==> src/rtl/iic_target.sv <==
// Single-address I2C target: oversampled SCL/SDA, START/STOP detection, address match,
// write-byte delivery and (with IIC_TARGET_READ_EN defined) host-fed read bytes.
module iic_target #(
  parameter logic [6:0] SLAVE_ADDR = 7'h42
) (
  input  logic       clk,
  input  logic       rst,
  input  logic       scl_i,
  input  logic       sda_i,
  output logic       sda_oe,
  output logic [7:0] rx_data,
  output logic       rx_valid,
  input  logic [7:0] tx_data,
  output logic       tx_req,
  output logic       busy
);

  typedef enum logic [2:0] {
    IDLE, ADDR, ADDR_ACK, WRITE, WRITE_ACK, WAIT_STOP
`ifdef IIC_TARGET_READ_EN
    , READ, READ_ACK
`endif
  } state_t;

  logic scl_p0, scl_p1, scl_p2;
  logic sda_p0, sda_p1, sda_p2;
  logic scl_rise, scl_fall, start_det, stop_det;

  state_t     state_q, state_d;
  logic [2:0] cnt_q, cnt_d;
  logic [7:0] shift_q, shift_d;
  logic       ack_q, ack_d;
  logic       oe_d, rx_valid_d, tx_req_d, busy_d;
  logic [7:0] rx_data_d;
  logic [7:0] byte_in;
  logic       rw_ok;

`ifdef IIC_TARGET_READ_EN
  logic rw_q, rw_d;
  assign rw_ok = 1'b1;
`else
  wire unused_tx = ^tx_data;
  assign rw_ok = ~byte_in[0];
`endif

  // p0/p1 synchronize the raw pins, p2 holds the previous synchronized value
  always_ff @(posedge clk) begin
    scl_p0 <= scl_i;
    scl_p1 <= scl_p0;
    scl_p2 <= scl_p1;
    sda_p0 <= sda_i;
    sda_p1 <= sda_p0;
    sda_p2 <= sda_p1;
  end

  assign scl_rise  = scl_p1 & ~scl_p2;
  assign scl_fall  = ~scl_p1 & scl_p2;
  assign start_det = scl_p1 & scl_p2 & ~sda_p1 & sda_p2;
  assign stop_det  = scl_p1 & scl_p2 & sda_p1 & ~sda_p2;
  assign byte_in   = {shift_q[6:0], sda_p1};

  always_comb begin
    state_d    = state_q;
    cnt_d      = cnt_q;
    shift_d    = shift_q;
    ack_d      = ack_q;
    oe_d       = sda_oe;
    rx_data_d  = rx_data;
    rx_valid_d = 1'b0;
    tx_req_d   = 1'b0;
    busy_d     = busy;
`ifdef IIC_TARGET_READ_EN
    rw_d       = rw_q;
`endif
    if (stop_det) begin
      state_d = IDLE;
      oe_d    = 1'b0;
      busy_d  = 1'b0;
      cnt_d   = 3'd0;
      ack_d   = 1'b0;
    end else if (start_det) begin
      state_d = ADDR;
      oe_d    = 1'b0;
      busy_d  = 1'b0;
      cnt_d   = 3'd0;
      ack_d   = 1'b0;
    end else begin
      case (state_q)
        ADDR: if (scl_rise) begin
          shift_d = byte_in;
          cnt_d   = cnt_q + 3'd1;
          if (cnt_q == 3'd7) begin
            if (byte_in[7:1] == SLAVE_ADDR && rw_ok) begin
              state_d = ADDR_ACK;
              busy_d  = 1'b1;
              ack_d   = 1'b0;
`ifdef IIC_TARGET_READ_EN
              rw_d    = byte_in[0];
`endif
            end else begin
              state_d = WAIT_STOP;
            end
          end
        end
        // ack_q marks that the ACK bit is being driven; the second fall ends it
        ADDR_ACK: begin
          if (scl_fall) begin
            if (!ack_q) begin
              oe_d  = 1'b1;
              ack_d = 1'b1;
            end else begin
              ack_d = 1'b0;
              cnt_d = 3'd0;
`ifdef IIC_TARGET_READ_EN
              if (rw_q) begin
                shift_d = tx_data;
                oe_d    = ~tx_data[7];
                state_d = READ;
              end else begin
                oe_d    = 1'b0;
                state_d = WRITE;
              end
`else
              oe_d    = 1'b0;
              state_d = WRITE;
`endif
            end
          end
`ifdef IIC_TARGET_READ_EN
          else if (scl_rise && ack_q && rw_q) begin
            tx_req_d = 1'b1;
          end
`endif
        end
        WRITE: if (scl_rise) begin
          shift_d = byte_in;
          cnt_d   = cnt_q + 3'd1;
          if (cnt_q == 3'd7) begin
            rx_data_d  = byte_in;
            rx_valid_d = 1'b1;
            ack_d      = 1'b0;
            state_d    = WRITE_ACK;
          end
        end
        WRITE_ACK: if (scl_fall) begin
          if (!ack_q) begin
            oe_d  = 1'b1;
            ack_d = 1'b1;
          end else begin
            oe_d    = 1'b0;
            ack_d   = 1'b0;
            cnt_d   = 3'd0;
            state_d = WRITE;
          end
        end
`ifdef IIC_TARGET_READ_EN
        READ: if (scl_fall) begin
          if (cnt_q == 3'd7) begin
            oe_d    = 1'b0;
            ack_d   = 1'b0;
            state_d = READ_ACK;
          end else begin
            shift_d = {shift_q[6:0], 1'b0};
            oe_d    = ~shift_q[6];
            cnt_d   = cnt_q + 3'd1;
          end
        end
        READ_ACK: begin
          if (scl_rise && !ack_q) begin
            if (!sda_p1) begin
              tx_req_d = 1'b1;
              ack_d    = 1'b1;
            end else begin
              state_d = WAIT_STOP;
            end
          end else if (scl_fall && ack_q) begin
            shift_d = tx_data;
            oe_d    = ~tx_data[7];
            cnt_d   = 3'd0;
            ack_d   = 1'b0;
            state_d = READ;
          end
        end
`endif
        WAIT_STOP: oe_d = 1'b0;
        default: ;
      endcase
    end
  end

  always_ff @(posedge clk) begin
    if (rst) begin
      state_q  <= IDLE;
      cnt_q    <= 3'd0;
      ack_q    <= 1'b0;
      sda_oe   <= 1'b0;
      rx_data  <= 8'h00;
      rx_valid <= 1'b0;
      tx_req   <= 1'b0;
      busy     <= 1'b0;
`ifdef IIC_TARGET_READ_EN
      rw_q     <= 1'b0;
`endif
    end else begin
      state_q  <= state_d;
      cnt_q    <= cnt_d;
      ack_q    <= ack_d;
      sda_oe   <= oe_d;
      rx_data  <= rx_data_d;
      rx_valid <= rx_valid_d;
      tx_req   <= tx_req_d;
      busy     <= busy_d;
`ifdef IIC_TARGET_READ_EN
      rw_q     <= rw_d;
`endif
    end
  end

  always_ff @(posedge clk) begin
    shift_q <= shift_d;
  end

endmodule

==> config.mk <==
export PLATFORM = sky130hd
export DESIGN_NAME = iic_target
export DESIGN_NICKNAME = d
export VERILOG_FILES = /design/src/rtl/iic_target.sv
export SDC_FILE = /design/constraint.sdc
export NUM_CORES = 1
export LEC_CHECK = 0
export ABC_AREA = 1
export BUFFER_PORTS_ARGS = -buffer_cell sky130_fd_sc_hd__buf_4
export CAP_MARGIN = 20
export CORE_AREA = 2 2 59 61
export CTS_CLUSTER_SIZE = 24
export DETAILED_ROUTE_END_ITERATION = 6
export DIE_AREA = 0 0 61 63
export PLACE_DENSITY_LB_ADDON = 0.08
export SLEW_MARGIN = 20
export SYNTH_ARGS = -nofsm -noshare
export SYNTH_HDL_FRONTEND = slang
export SYNTH_SLANG_ARGS = --single-unit
==> constraint.sdc <==
create_clock -name clk -period 1.38 [get_ports clk]
set_input_delay 0 -clock clk [delete_from_list [all_inputs] [get_ports clk]]
set_output_delay 0 -clock clk [all_outputs]
set_load 0.005 [all_outputs]
==> impl_metrics.toml <==
[sta]
fin_ws_ps = 109
setup_viol = 0
hold_viol = 0
fin_skew_ps = 8.75
rsz0062_at_grt = "no"
period_share = 0.921
fin_setup_tns_ps = 0
max_freq_ghz = 0.787
period_minus_slack_ps = 1270
hold_ws_ps = 124
drv_slew = 0

[final_layout]
drive_gt1_frac = 0.339
fin_util = 0.490
fin_area_um2 = 1580
nets = 181
syn2layout_area_growth_pct = 30.4
diodes = 0

[worst_setup_path]
path_cells = "ha_4, ha_4, nand2_4, nor2_4, buf_4, o21ai_0, a21oi_1"
path_buf_inv = 1
cpMostUsedCell = "ha_4"
worst_ep_required_time_ps = 1610
worstSetupEndpointType = "register"
worstPathMaxFanout = 8
crit_arrival_ps = 1500
critPathLaunchType = "register"
critical_path.top_delay_family = "flip-flops"
critical_path_class = "reg2reg"
critPathSlowestCell = "dfxtp_2"
slowest_delay_ps = 350

[logic_synthesis]
synthCells = 138
yosysWarnings = 0
synth_seq_cells = 31
syn_nets = 152
synth_area_um2 = 1210
avgSynthCellArea_um2 = 8.80
yosysSeqAreaShare = 0.568
synth_cell_types = 25

[placement]
dpl_cell_area_um2 = 1420
preCtsSetupSlack_ps = 0.511
dpl.hpwl_um = 1620
port-buffer-count = 14
gpl.final_weighted_congestion = 0.856

[routing]
via_per_inst = 4.48
wl_met3_um = 86
highest_layer = "met4"
wirelength_um = 2240
final_antenna_net_count = 0
drt_pre_antenna_iters = 4
drt_iter0_drc = 30
wl_per_cell_um = 10.4
met1_length_um = 1090
wl_met2_um = 1020
drc = 0
vias = 959

[floorplanning]
core.rowCount = 21
io_pins = 24
fp.dieW_um = 61
core_area_um2 = 3230
die_h_um = 63
fp.dieArea_um2 = 3840
initial_core_util = 0.376

[global_route]
first_global_vias = 796
grt-ovfl-total = 0
antenna_found_initial = 0
grtUsageTotal = 0.126
grt_start_max_net_pins = 13
grt_pass1_wl_um = 3430

[power]
ir_worst_vdd_mv = 0.612
switchingPower_mw = 0.948
p_clk_frac = 0.213
power_density_nw_per_um2 = 1590
p_comb_frac = 0.346
seq_power_share = 0.442
intPower_mw = 1.58
leakagePower_nw = 0.701
swShare = 0.375

[clocking]
path_clk_slew_ps = 110
cts_buffers = 5
htreeDepth = 2
clk_latency_ps = 330
clk_path_buf_depth = 2
clock_sinks = 31
cts_tree = "yes"
cts-root-buf = "clkbuf_4"

[run]
max_cap_violations = 0

[worst_hold_path]
min_path_type = "in2reg"

[status]
status = "finished, final reports clean"
flip-flops by register name, indices dropped and copies added, names as in the netlist:
| signal | flops |
|---|---|
| sda_p1 | 1 |
| shift_q | 7 |
| sda_p0 | 1 |
| cnt_q | 3 |
| scl_p1 | 1 |
| scl_p2 | 1 |
| state_q | 3 |
| scl_p0 | 1 |
| ack_q | 1 |
| sda_oe | 1 |
| rx_valid | 1 |
| busy | 1 |
| sda_p2 | 1 |
| rx_data | 8 |
cell type report:
class | instances | area [um^2]
Tap cell | 46 | 57.6
Sequential cell | 31 | 697
Inverter | 18 | 67.6
Timing Repair Buffer | 24 | 198
Clock inverter | 3 | 25.0
Clock buffer | 5 | 37.5
Multi-Input combinational cell | 87 | 502
Fill cell | 323 | 1650
power groups by stage:
| stage | registers (mW) | clock network, mW | logic [mW] |
|---|---|---|---|
| after floorplan | 1.10 | 0 | 0.661 |
| after global placement | 1.12 | 0 | 0.798 |
| after detailed placement | 1.12 | 0 | 0.809 |
| after CTS | 1.10 | 0.566 | 0.814 |
| after global routing | 1.13 | 0.615 | 0.972 |
| final | 1.12 | 0.537 | 0.873 |
logic make-up (layout without fill, tap and decap cells):
kind of cell,Yosys count,in the layout,share of synthesized area
simple gates,61,61,0.228
compound gates,23,23,0.112
flops,31,31,0.568
buf+inv,20,50,0.0680
fa+ha+maj,2,2,0.0206
other cells,1,1,0.00309
routing by layer:
metal  up-vias  track usage
li1        507            -
met4         0       0.0652
met3         4       0.0559
met2        17        0.177
met5         -            0
met1       431        0.159
tightest hold or removal path, cell delays in order:
cell and delay (ps):
buf_4 80, clkinv_1 70, buf_4 170, nand2_1 70
nor2_1 40
synth_stat cells (all sizes together):
cell | number | area [um^2]
nand2 | 25 | 96.4
dfxtp | 24 | 480
nor2 | 22 | 85.1
inv | 17 | 63.8
o21ai | 11 | 70.1
nand3 | 10 | 72.6
a21oi | 9 | 45.0
edfxtp | 7 | 210
a22oi | 2 | 15.0
buf | 2 | 15.0
ha | 2 | 25.0
nor3 | 2 | 10.0
a31oi | 1 | 6.26
and3 | 1 | 6.26
clkinv | 1 | 3.75
conb | 1 | 3.75
nand4 | 1 | 6.26
stage by stage:
step	cells	power [mW]
floorplan	138	1.76
global placement	202	1.92
detailed placement	202	1.93
CTS	212	2.48
global route	214	2.71
finish	214	2.53
cells in the final DEF (no fill, tap or decap):
cell type	netlist	final
buf_12	0	1
dfxtp_1	24	19
clkinvlp_4	0	1
nor3_1	2	1
nor2_1	21	18
nand2_1	24	21
clkbuf_4	0	5
dfxtp_2	0	5
nor3_2	0	1
nand2_4	0	2
nand4_1	1	1
nand3_2	2	2
o21ai_2	1	1
nand3_1	7	7
nand2_2	1	2
o21ai_1	3	3
inv_2	5	6
inv_1	12	11
o21ai_0	6	6
conb_1	1	1
clkinv_1	1	1
nor2_4	0	1
o21ai_4	1	1
ha_4	0	2
and3_1	1	1
clkinv_4	0	2
dlygate4sd3_1	0	2
edfxtp_1	7	7
a22oi_1	2	2
a21oi_1	9	9
nand3_4	1	1
a31oi_1	1	1
buf_4	2	21
nor2_2	1	3
path summary, 6_finish.rpt:
| path | to | slack, ps | cells past startpoint | start |
|---|---|---|---|---|
| setup reg to reg | rx_data[3] | 110 | 7 | cnt_q[1] |
| setup / recovery | rx_data[3] | 110 | 7 | cnt_q[1] |
| hold / removal | state_q[0] | 120 | 5 | rst |
| hold reg to reg | scl_p1 | 340 | 0 | scl_p0 |
repair_timing:
action | in CTS | in global routing
endpoints found under the hold margin | 2 | 0
setup endpoints to repair | 4 | 17
pin swaps | 0 | 2
buffers inserted | 0 | 2
resized for setup | 1 | 19
hold buffers | 2 | 0
No activity file was read; power rests on OpenSTA's default activity.
